File: src/rtl/psum_accumulator_if.sv
// Stream bundle around the partial-sum accumulator: input beats from the
// tree adder, completed group results to the consumer, plus group length.
interface psum_accumulator_if #(
   parameter int IN_WIDTH  = 32,
   parameter int ACC_WIDTH = 32,
   parameter int K_WIDTH   = 16
);
   logic        [K_WIDTH-1:0]   k;
   logic signed [IN_WIDTH-1:0]  in_data;
   logic                        in_valid;
   logic                        in_ready;
   logic signed [ACC_WIDTH-1:0] out_data;
   logic                        out_valid;
   logic                        out_ready;
   logic                        out_saturated;
   logic                        busy;

   modport master (
      output k, in_data, in_valid, out_ready,
      input  in_ready, out_data, out_valid, out_saturated, busy
   );

   modport slave (
      input  k, in_data, in_valid, out_ready,
      output in_ready, out_data, out_valid, out_saturated, busy
   );
endinterface

File: src/rtl/psum_accumulator.sv
// Sums K consecutive signed tree-adder results into one saturated partial
// sum, with a one-entry output buffer so the next group can accumulate
// while a finished result waits for the consumer.
//
// state   | meaning
// --------+----------------------------------------------------------
// S_IDLE  | no beat of the current group accepted yet (cnt == 0)
// S_ACCUM | group partially accumulated, waiting for beat cnt+1 of k_lat
module psum_accumulator #(
   parameter int IN_WIDTH  = 32,
   parameter int ACC_WIDTH = 32,
   parameter int K_WIDTH   = 16
) (
   input logic               clk,
   input logic               rst,
   psum_accumulator_if.slave bus
);

   typedef enum logic {S_IDLE, S_ACCUM} state_t;

   localparam logic signed [ACC_WIDTH-1:0] ACC_MAX = {1'b0, {(ACC_WIDTH-1){1'b1}}};
   localparam logic signed [ACC_WIDTH-1:0] ACC_MIN = {1'b1, {(ACC_WIDTH-1){1'b0}}};

   state_t                      state, state_nxt;
   logic        [K_WIDTH-1:0]   k_eff, k_lat, cnt, cnt_nxt;
   logic signed [ACC_WIDTH-1:0] acc, acc_nxt, in_sext, sum_clip;
   logic        [ACC_WIDTH:0]   sum_wide;
   logic                        sum_ovf;
   logic                        sat, sat_nxt;
   logic                        last_beat, accept, xfer;
   logic                        in_ready_c, busy_c;
   logic signed [ACC_WIDTH-1:0] out_data_q;
   logic                        out_valid_q, out_sat_q;

   assign k_eff   = (bus.k == '0) ? K_WIDTH'(1) : bus.k;
   assign in_sext = ACC_WIDTH'(bus.in_data);
   assign cnt_nxt = cnt + K_WIDTH'(1);

   // Full-precision add one bit wider than the accumulator, then clip.
   assign sum_wide = {acc[ACC_WIDTH-1], acc} + {in_sext[ACC_WIDTH-1], in_sext};
   assign sum_ovf  = sum_wide[ACC_WIDTH] ^ sum_wide[ACC_WIDTH-1];
   assign sum_clip = sum_ovf ? (sum_wide[ACC_WIDTH] ? ACC_MIN : ACC_MAX)
                             : sum_wide[ACC_WIDTH-1:0];

   assign accept = bus.in_valid && in_ready_c;
   assign xfer   = out_valid_q && bus.out_ready;

   // State register.
   always_ff @(posedge clk) begin
      if (rst) state <= S_IDLE;
      else     state <= state_nxt;
   end

   // Next state: leave IDLE on a non-final first beat, return on the final beat.
   always_comb begin
      state_nxt = state;
      if (accept) begin
         if (last_beat) state_nxt = S_IDLE;
         else           state_nxt = S_ACCUM;
      end
   end

   // Outputs: only the completing beat can stall, and only when the buffer
   // is full and the consumer is not draining it this cycle.
   always_comb begin
      last_beat  = 1'b0;
      busy_c     = 1'b0;
      case (state)
         S_IDLE:  last_beat = (k_eff == K_WIDTH'(1));
         S_ACCUM: begin
            last_beat = (cnt_nxt == k_lat);
            busy_c    = 1'b1;
         end
         default: last_beat = 1'b0;
      endcase
      in_ready_c = !(last_beat && out_valid_q && !bus.out_ready);
   end

   // Candidate accumulator value for the beat presented this cycle.
   always_comb begin
      acc_nxt = sum_clip;
      sat_nxt = sat | sum_ovf;
      if (state == S_IDLE) begin
         acc_nxt = in_sext;
         sat_nxt = 1'b0;
      end
   end

   // Accumulator, beat counter and output buffer.
   always_ff @(posedge clk) begin
      if (rst) begin
         acc         <= '0;
         cnt         <= '0;
         sat         <= 1'b0;
         k_lat       <= K_WIDTH'(1);
         out_data_q  <= '0;
         out_sat_q   <= 1'b0;
         out_valid_q <= 1'b0;
      end else begin
         if (accept) begin
            if (state == S_IDLE) k_lat <= k_eff;
            if (last_beat) begin
               out_data_q <= acc_nxt;
               out_sat_q  <= sat_nxt;
               acc        <= '0;
               cnt        <= '0;
               sat        <= 1'b0;
            end else begin
               acc <= acc_nxt;
               cnt <= cnt_nxt;
               sat <= sat_nxt;
            end
         end
         if (accept && last_beat) out_valid_q <= 1'b1;
         else if (xfer)           out_valid_q <= 1'b0;
      end
   end

   assign bus.in_ready      = in_ready_c;
   assign bus.busy          = busy_c;
   assign bus.out_data      = out_data_q;
   assign bus.out_valid     = out_valid_q;
   assign bus.out_saturated = out_sat_q;

endmodule

File: src/flat_wrapper.sv
// flat-port wrapper written by rule: the top's interface ports become plain ports
module psum_accumulator_flat 
#(
   parameter int IN_WIDTH  = 32,
   parameter int ACC_WIDTH = 32,
   parameter int K_WIDTH   = 16
)
  (clk, rst, bus_k, bus_in_data, bus_in_valid, bus_out_ready, bus_in_ready, bus_out_data, bus_out_valid, bus_out_saturated, bus_busy);
  psum_accumulator_if #(.IN_WIDTH(IN_WIDTH), .ACC_WIDTH(ACC_WIDTH), .K_WIDTH(K_WIDTH)) bus_i ();
  input logic clk;
  input logic rst;
  input wire logic [$bits(bus_i.k)-1:0] bus_k;
  input wire logic [$bits(bus_i.in_data)-1:0] bus_in_data;
  input wire logic [$bits(bus_i.in_valid)-1:0] bus_in_valid;
  input wire logic [$bits(bus_i.out_ready)-1:0] bus_out_ready;
  output wire logic [$bits(bus_i.in_ready)-1:0] bus_in_ready;
  output wire logic [$bits(bus_i.out_data)-1:0] bus_out_data;
  output wire logic [$bits(bus_i.out_valid)-1:0] bus_out_valid;
  output wire logic [$bits(bus_i.out_saturated)-1:0] bus_out_saturated;
  output wire logic [$bits(bus_i.busy)-1:0] bus_busy;
  assign bus_i.k = bus_k;
  assign bus_i.in_data = bus_in_data;
  assign bus_i.in_valid = bus_in_valid;
  assign bus_i.out_ready = bus_out_ready;
  assign bus_in_ready = bus_i.in_ready;
  assign bus_out_data = bus_i.out_data;
  assign bus_out_valid = bus_i.out_valid;
  assign bus_out_saturated = bus_i.out_saturated;
  assign bus_busy = bus_i.busy;
  psum_accumulator #(.IN_WIDTH(IN_WIDTH), .ACC_WIDTH(ACC_WIDTH), .K_WIDTH(K_WIDTH)) u_core (.clk(clk), .rst(rst), .bus(bus_i));
endmodule
File: config.mk
export PLATFORM = sky130hd
export DESIGN_NAME = psum_accumulator_flat
export DESIGN_NICKNAME = d
export VERILOG_FILES = /design/src/rtl/psum_accumulator_if.sv /design/src/rtl/psum_accumulator.sv /design/src/flat_wrapper.sv
export SDC_FILE = /design/constraint.sdc
export NUM_CORES = 1
export LEC_CHECK = 0
export ABC_AREA = 1
export CAP_MARGIN = 20
export CORE_ASPECT_RATIO = 1.5
export CORE_MARGIN = 10
export CORE_UTILIZATION = 58
export DETAILED_ROUTE_END_ITERATION = 8
export GPL_ROUTABILITY_DRIVEN = 0
export GPL_TIMING_DRIVEN = 0
export PLACE_DENSITY = 0.89
export SYNTH_ARGS = -nofsm -noshare
export SYNTH_HDL_FRONTEND = slang
export SYNTH_SLANG_ARGS = --single-unit
File: constraint.sdc
create_clock -name clk -period 3.97 [get_ports clk]
set_input_delay 0.5955 -clock clk [delete_from_list [all_inputs] [get_ports clk]]
set_output_delay 0.5955 -clock clk [all_outputs]
set_load 0.1 [all_outputs]
==> flow_summary.ini, run 1 <==
[sta]
slew_headroom_pct = 31.7
max_freq_mhz = 263
setup_violations = 0
period_needed_ps = 3800
rsz0062_at_grt = no
finalCritPeriodShare_pct = 95.8
fin_tns_setup_ps = 0
clock_skew_ps = 13.9
slew_violations = 0
finalHoldViolations = 0
tightest_slew_ps = 1020

[layout]
final_common_cell = nand2_1
fin_area_mm2 = 0.00864
fin_cells = 1480
fin_nets = 1405
area_growth_pct = 18.4
drive_gt1_share_pct = 5.44
diodes = 0
fillCellCount = 1080
mostFrequentLayoutCells = 466 x nand2_1, 136 x nor2_1, 128 x inv_1, 118 x a21oi_1, 100 x dfxtp_1

[cts]
root_buffer = clkbuf_16
cts_hold_buf = 0
path_clk_slew_ps = 70
worstSkewPairLatency_ps = 360
htreeDepth = 3
cts_setup_buffers = 0
cts.sinks = 100
cts_made_buffers = 9
cts_buffer_depth = 2
cts_tree = built

[routing]
ant_nets = 0
drc = 0
wl_per_cell_um = 15.5
wl_mm = 23.0
first_pass_iters = 6
drtIter0Drc = 576
route.vias.total = 8180
avgViaCountPerCell = 5.53

[floorplan]
die_h_um = 157
coreArea_mm2 = 0.0124
die_x_um = 112
start_util_pct = 58.9
die-area_mm2 = 0.0176
rows = 50
pin_count = 88

[outcome]
status = finished, final reports clean

[synthesis]
syn_avg_cell_area_um2 = 5.98
synth_edf_count = 0
ys_seq_elements = 100
yosysSeqAreaShare_pct = 27.4
synth_top_area_share_pct = 27.4
post_synth_num_cell_types = 44
synth_fp_nets = 1307
yosys_warnings = 0
async_flop_share_pct = 0
synth.cell_area_mm2 = 0.00730
yosys_most_used_dff = dfxtp_1
syn_inst = 1221
synthTopCellsByArea = dfxtp_1 27%, nand2_1 24%, a21oi_1 8.1%
yosys.area.top_type = dfxtp_1

[placed_design]
place_area_mm2 = 0.00836
dp_hpwl_mm = 18.1
dpl.cell_count = 1464
place.port_buffers = 87

[power]
total_power_w = 0.00284
power_density_mw_per_mm2 = 329
vdd_drop_max_mv = 0.211
p_leak_nw = 4.08

[grt]
grt_usage_pct = 25.1
grt_max_degree = 19
first_global_vias = 7875
grt_pass1_wl_mm = 36.6
antenna_found_initial = 0
overflow = 0

[min_path]
min_from = u_core.acc[21]
hp-class = reg2reg

[flow_run]
drv_cap = 0

[setup_path]
worstPathRequired_ps = 4220
reg2reg_slack_ps = 630
cp-startpoint = bus_in_data[0]
end_kind = register
rr_startpoint = u_core.acc[0]
critical_path_class = in2reg
startpoint_type = input port
crit_fanout = 10
cp.arrival_ps = 4050
[final timing paths]
kind | to | cells past startpoint
worst max-delay path | u_core.bus.out_data[18] | 21
worst min-delay path | u_core.acc[21] | 2
worst max register to register | u_core.bus.out_data[18] | 20
worst min register to register | u_core.acc[21] | 2
[cells in the mapped netlist, types with 2 or more instances]
cell type,count
buf_4,6
a211oi_1,2
nor3_1,14
inv_1,128
buf_6,9
buf_2,6
and2_1,2
nor2_2,3
a21oi_1,118
o21bai_1,10
xnor2_1,7
dfxtp_1,100
nand2_1,466
a31oi_1,2
o21ai_1,12
nand4_1,10
clkbuf_1,16
o21ai_0,16
nor2_1,136
nand3_1,53
or2_2,8
nand3b_1,8
inv_2,2
nand2_2,12
ha_1,33
clkinv_1,3
xor2_1,21
nor4_1,2
[registers in the layout (all words and copies together) (netlist names)]
| signal | cells |
|---|---|
| u_core.acc | 32 |
| u_core.bus.out_data | 32 |
| u_core.bus.out_saturated | 1 |
| u_core.bus.out_valid | 1 |
| u_core.cnt | 16 |
| u_core.k_lat | 16 |
| u_core.sat | 1 |
| u_core.state | 1 |
[layer usage]
| metal | vias up | track usage, % | share of wire, % |
|---|---|---|---|
| li1 | 4041 | - | - |
| met1 | 3702 | 24.6 | 37 |
| met2 | 331 | 47.6 | 52 |
| met3 | 106 | 4.80 | 6.1 |
| met4 | 0 | 15.2 | 5.6 |
| met5 | - | 0 | 0 |
[critical path: stages]
cell	delay, ps
clkdlybuf4s50_1	530
ha_1	280
inv_1	110
fa_1	410
inv_1	120
nand3_1	90
nand2_1	150
nand2_1	80
nand2_2	90
nand2_1	50
nand2_1	170
nand2_1	130
nand3_1	120
nand2_2	100
a21oi_4	330
buf_4	270
nand2_1	80
o21ai_1	100
nand2_1	70
nand2_1	120
nor2_1	50
[metrics by stage]
| step | hold slack, ps | util (%) | setup slack (ps) |
|---|---|---|---|
| 2_1_floorplan | 439 | - | 1050 |
| 3_3_place_gp | 450 | 67.5 | 6.61 |
| 3_5_place_dp | 457 | 67.5 | -50.0 |
| 4_1_cts | 468 | 69.8 | 154 |
| 5_1_grt | 485 | 69.7 | 23.3 |
| 6_report | 469 | 69.7 | 167 |
[power by group]
group	switching, W	internal (W)	total [W]
sequential	0.0000341	0.00105	0.00109
clock	0.000419	0.000434	0.000853
combinational	0.000591	0.000309	0.000900
[cell families (layout without fill, tap and decap cells)]
kind of cell	after synthesis	count (layout)	share of synthesized area (%)
compound gates	165	165	12.1
xor+xnor	29	29	3.69
fa+ha+maj	34	34	5.93
buf+inv	171	274	10.2
flops	100	100	27.4
simple gates	722	722	40.7
[final cells by class]
| class | instances | area, um2 | area share, % |
|---|---|---|---|
| Multi-Input combinational cell | 950 | 4550 | 52.7 |
| Tap cell | 156 | 195 | 2.26 |
| Clock buffer | 9 | 225 | 2.61 |
| Sequential cell | 100 | 2000 | 23.2 |
| Timing Repair Buffer | 87 | 866 | 10.0 |
| Clock inverter | 7 | 53.8 | 0.623 |
| Buffer | 38 | 241 | 2.80 |
| Inverter | 133 | 499 | 5.78 |
[what timing repair did]
action | CTS | global route
endpoints found under the hold margin | 0 | 0
pin swaps | 0 | 0
resized for setup | 1 | 2
setup endpoints to repair | 1 | 1
cloned | 0 | 0
Note: power is estimated with default switching activity, not from simulation.
==> run 2, diff against run 1 <==
--- a/config.mk
+++ b/config.mk
@@ -14,6 +14,7 @@
 export GPL_ROUTABILITY_DRIVEN = 0
 export GPL_TIMING_DRIVEN = 0
 export PLACE_DENSITY = 0.89
+export SLEW_MARGIN = 20
 export SYNTH_ARGS = -nofsm -noshare
 export SYNTH_HDL_FRONTEND = slang
 export SYNTH_SLANG_ARGS = --single-unit
==> results of run 2 <==
The final DEF is identical to that of run 1; final timing and power are the same.
==> run 3, diff against run 2 <==
--- a/config.mk
+++ b/config.mk
@@ -5,15 +5,14 @@
 export SDC_FILE = /design/constraint.sdc
 export NUM_CORES = 1
 export LEC_CHECK = 0
-export ABC_AREA = 1
 export CAP_MARGIN = 20
 export CORE_ASPECT_RATIO = 1.5
 export CORE_MARGIN = 10
-export CORE_UTILIZATION = 58
+export CORE_UTILIZATION = 25
 export DETAILED_ROUTE_END_ITERATION = 8
 export GPL_ROUTABILITY_DRIVEN = 0
 export GPL_TIMING_DRIVEN = 0
-export PLACE_DENSITY = 0.89
+export PLACE_DENSITY = 0.48
 export SLEW_MARGIN = 20
 export SYNTH_ARGS = -nofsm -noshare
 export SYNTH_HDL_FRONTEND = slang
==> run 3 against run 2 <==
Global-route usage decreased by 10 points. Total power increased by 4.3%. Combinational power increased by 4.3%. Wire length increased by 15%. Sequential share of layout area increased by 0.41 points. Design area decreased by 1.8%. Final cell count decreased by 11%. Highest routed layer unchanged.
==> flow_summary.ini, run 3 <==
[outcome]
status = finished, final reports clean

[power]
total_power_w = 0.00296
p_leak_nw = 3.11
vdd_drop_max_mv = 0.242
power_density_mw_per_mm2 = 349

[min_path]
hp-class = reg2reg

[setup_path]
slowest_stage = clkdlybuf4s50_1
critical_path.top_delay_family = compound AO/OA/AOI/OAI gates
worstPathRequired_ps = 4260
cp.arrival_ps = 4170
path_cells = clkdlybuf4s50_1 > ha_1 > a211oi_2 > o211ai_1 > a31oi_4 > a211oi_2 > a211oi_4 > buf_4 > mux2_2 > buf_2 > nor3_2 > o221ai_1 > a21oi_1
end_kind = register
cpMostUsedCell = a211oi_2
crit_fanout = 10
max_stage_delay_ps = 520
crit_buf_inv = 3
critical_path_class = in2reg
startpoint_type = input port

[synthesis]
post_synth_num_cell_types = 73
synth_common_cells = 111 x nand2_1, 100 x dfxtp_1, 86 x nor2_1
yosys_warnings = 0
syn_inst = 873
synthTopCellsByArea = dfxtp_1 30%, nand2_1 6.2%, ha_1 6.1%
yosys.area.top_type = dfxtp_1
synth_fp_nets = 959
synth_top_area_share_pct = 29.6
yosys_most_used_dff = dfxtp_1
ys_seq_elements = 100
syn_avg_cell_area_um2 = 7.74
synth.cell_area_mm2 = 0.00675
synth_edf_count = 0
yosysSeqAreaShare_pct = 29.6
async_flop_share_pct = 0
synth_most_common_cell = nand2_1

[routing]
wl_per_cell_um = 20.2
first_pass_iters = 5
met3WireLength_um = 907
wl_mm = 26.5
route.vias.total = 6915
ant_nets = 0
avgViaCountPerCell = 5.27
topRoutingLayerUsed = met4
drtIter0Drc = 403
wl_met2_mm = 14.6
wirelength_met1_mm = 10.1
drc = 0

[sta]
slew_violations = 0
setup_violations = 0
max_freq_mhz = 258
tightest_slew_ps = 997
slew_headroom_pct = 33.3
finalCritPeriodShare_pct = 97.7
fin_tns_setup_ps = 0
clock_skew_ps = 17.1
finalHoldViolations = 0
period_needed_ps = 3880
setup_ws_ps = 90.4

[cts]
worstSkewPairLatency_ps = 370
htreeDepth = 3
cts_made_buffers = 9
cts_tree = built
cts_hold_buf = 0
cts.sinks = 100
path_clk_slew_ps = 70
root_buffer = clkbuf_16
cts_buffer_depth = 2

[layout]
fin_nets = 1057
fin_area_mm2 = 0.00849
mostFrequentLayoutCells = 110 x nand2_1, 100 x dfxtp_1, 85 x clkdlybuf4s50_1, 84 x nor2_1, 73 x o21ai_0
final_common_cell = nand2_1
post-route-util_pct = 31.9
diodes = 0
drive_gt1_share_pct = 9.32
area_growth_pct = 25.7

[grt]
grt_max_degree = 17
grt_usage_pct = 15.1
first_global_vias = 7149
overflow = 0
antenna_found_initial = 0
grt_pass1_wl_mm = 41.0

[floorplan]
coreArea_mm2 = 0.0266
pin_count = 88
start_util_pct = 25.4
die-area_mm2 = 0.0341
die_x_um = 154
rows = 73
die_h_um = 221

[flow_run]
drv_cap = 0

[placed_design]
dp_hpwl_mm = 21.3
place_area_mm2 = 0.00804
place_ws_ps = -1120
place.port_buffers = 86
[run 3: layer usage]
metal	vias up	global-route usage (%)
li1	3419	-
met1	3299	15.6
met2	155	29.0
met3	42	2.21
met4	0	6.76
met5	-	0
[run 3: area by class of cell]
cell class / instances / area, um2
fill: 2876 / 18100
multi-input combinational: 710 / 4590
sequential: 100 / 2000
timing repair buffer: 90 / 886
tap: 337 / 422
clock buffer: 11 / 243
buffer: 50 / 241
clock inverter: 5 / 60.1
inverter: 10 / 37.5
[run 3: path summary, 6_finish.rpt]
kind,start,depth (start not counted),end,slack (ps)
max reg2reg,u_core.cnt[0],11,u_core.cnt[8],480
max,bus_in_data[1],13,u_core.bus.out_data[30],90
min reg2reg,u_core.bus.out_data[29],2,u_core.bus.out_data[29],460
min,u_core.bus.out_data[29],2,u_core.bus.out_data[29],460
[run 3: cells by family (layout without fill, tap and decap cells)]
kind of cell,after synthesis,after routing,synth area share [%]
flops,100,100,29.6
simple gates,320,320,22.8
buf+inv,63,166,4.21
compound gates,286,286,27.4
mux,19,19,2.87
fa+ha+maj,34,34,6.41
xor+xnor,51,51,6.61
[run 3: where the power goes]
| group | total, W | internal, W | switching [W] |
|---|---|---|---|
| Combinational | 0.000939 | 0.000343 | 0.000595 |
| Clock | 0.000938 | 0.000509 | 0.000429 |
| Sequential | 0.00108 | 0.00105 | 0.0000317 |
[run 3: repair_timing]
action / 4_1_cts / 5_1_grt
resized for setup: 15 / 24
setup endpoints to repair: 54 / 56
pin swaps: 2 / 2
buffers inserted: 3 / 1
[run 3: per-stage QoR]
step           instances  hold slack [ps]
6_report            1313              456
5_1_grt             1313              478
4_1_cts             1315              461
3_5_place_dp        1296              450
3_3_place_gp        1296              437
2_1_floorplan        873              425
[run 3: worst min-delay path: cells and delay by family, from the launching register on]
family	cells	cell delay, ps
AOI/OAI and AO/OA	1	50
and+or+nand+nor	1	50
DFF	1	310
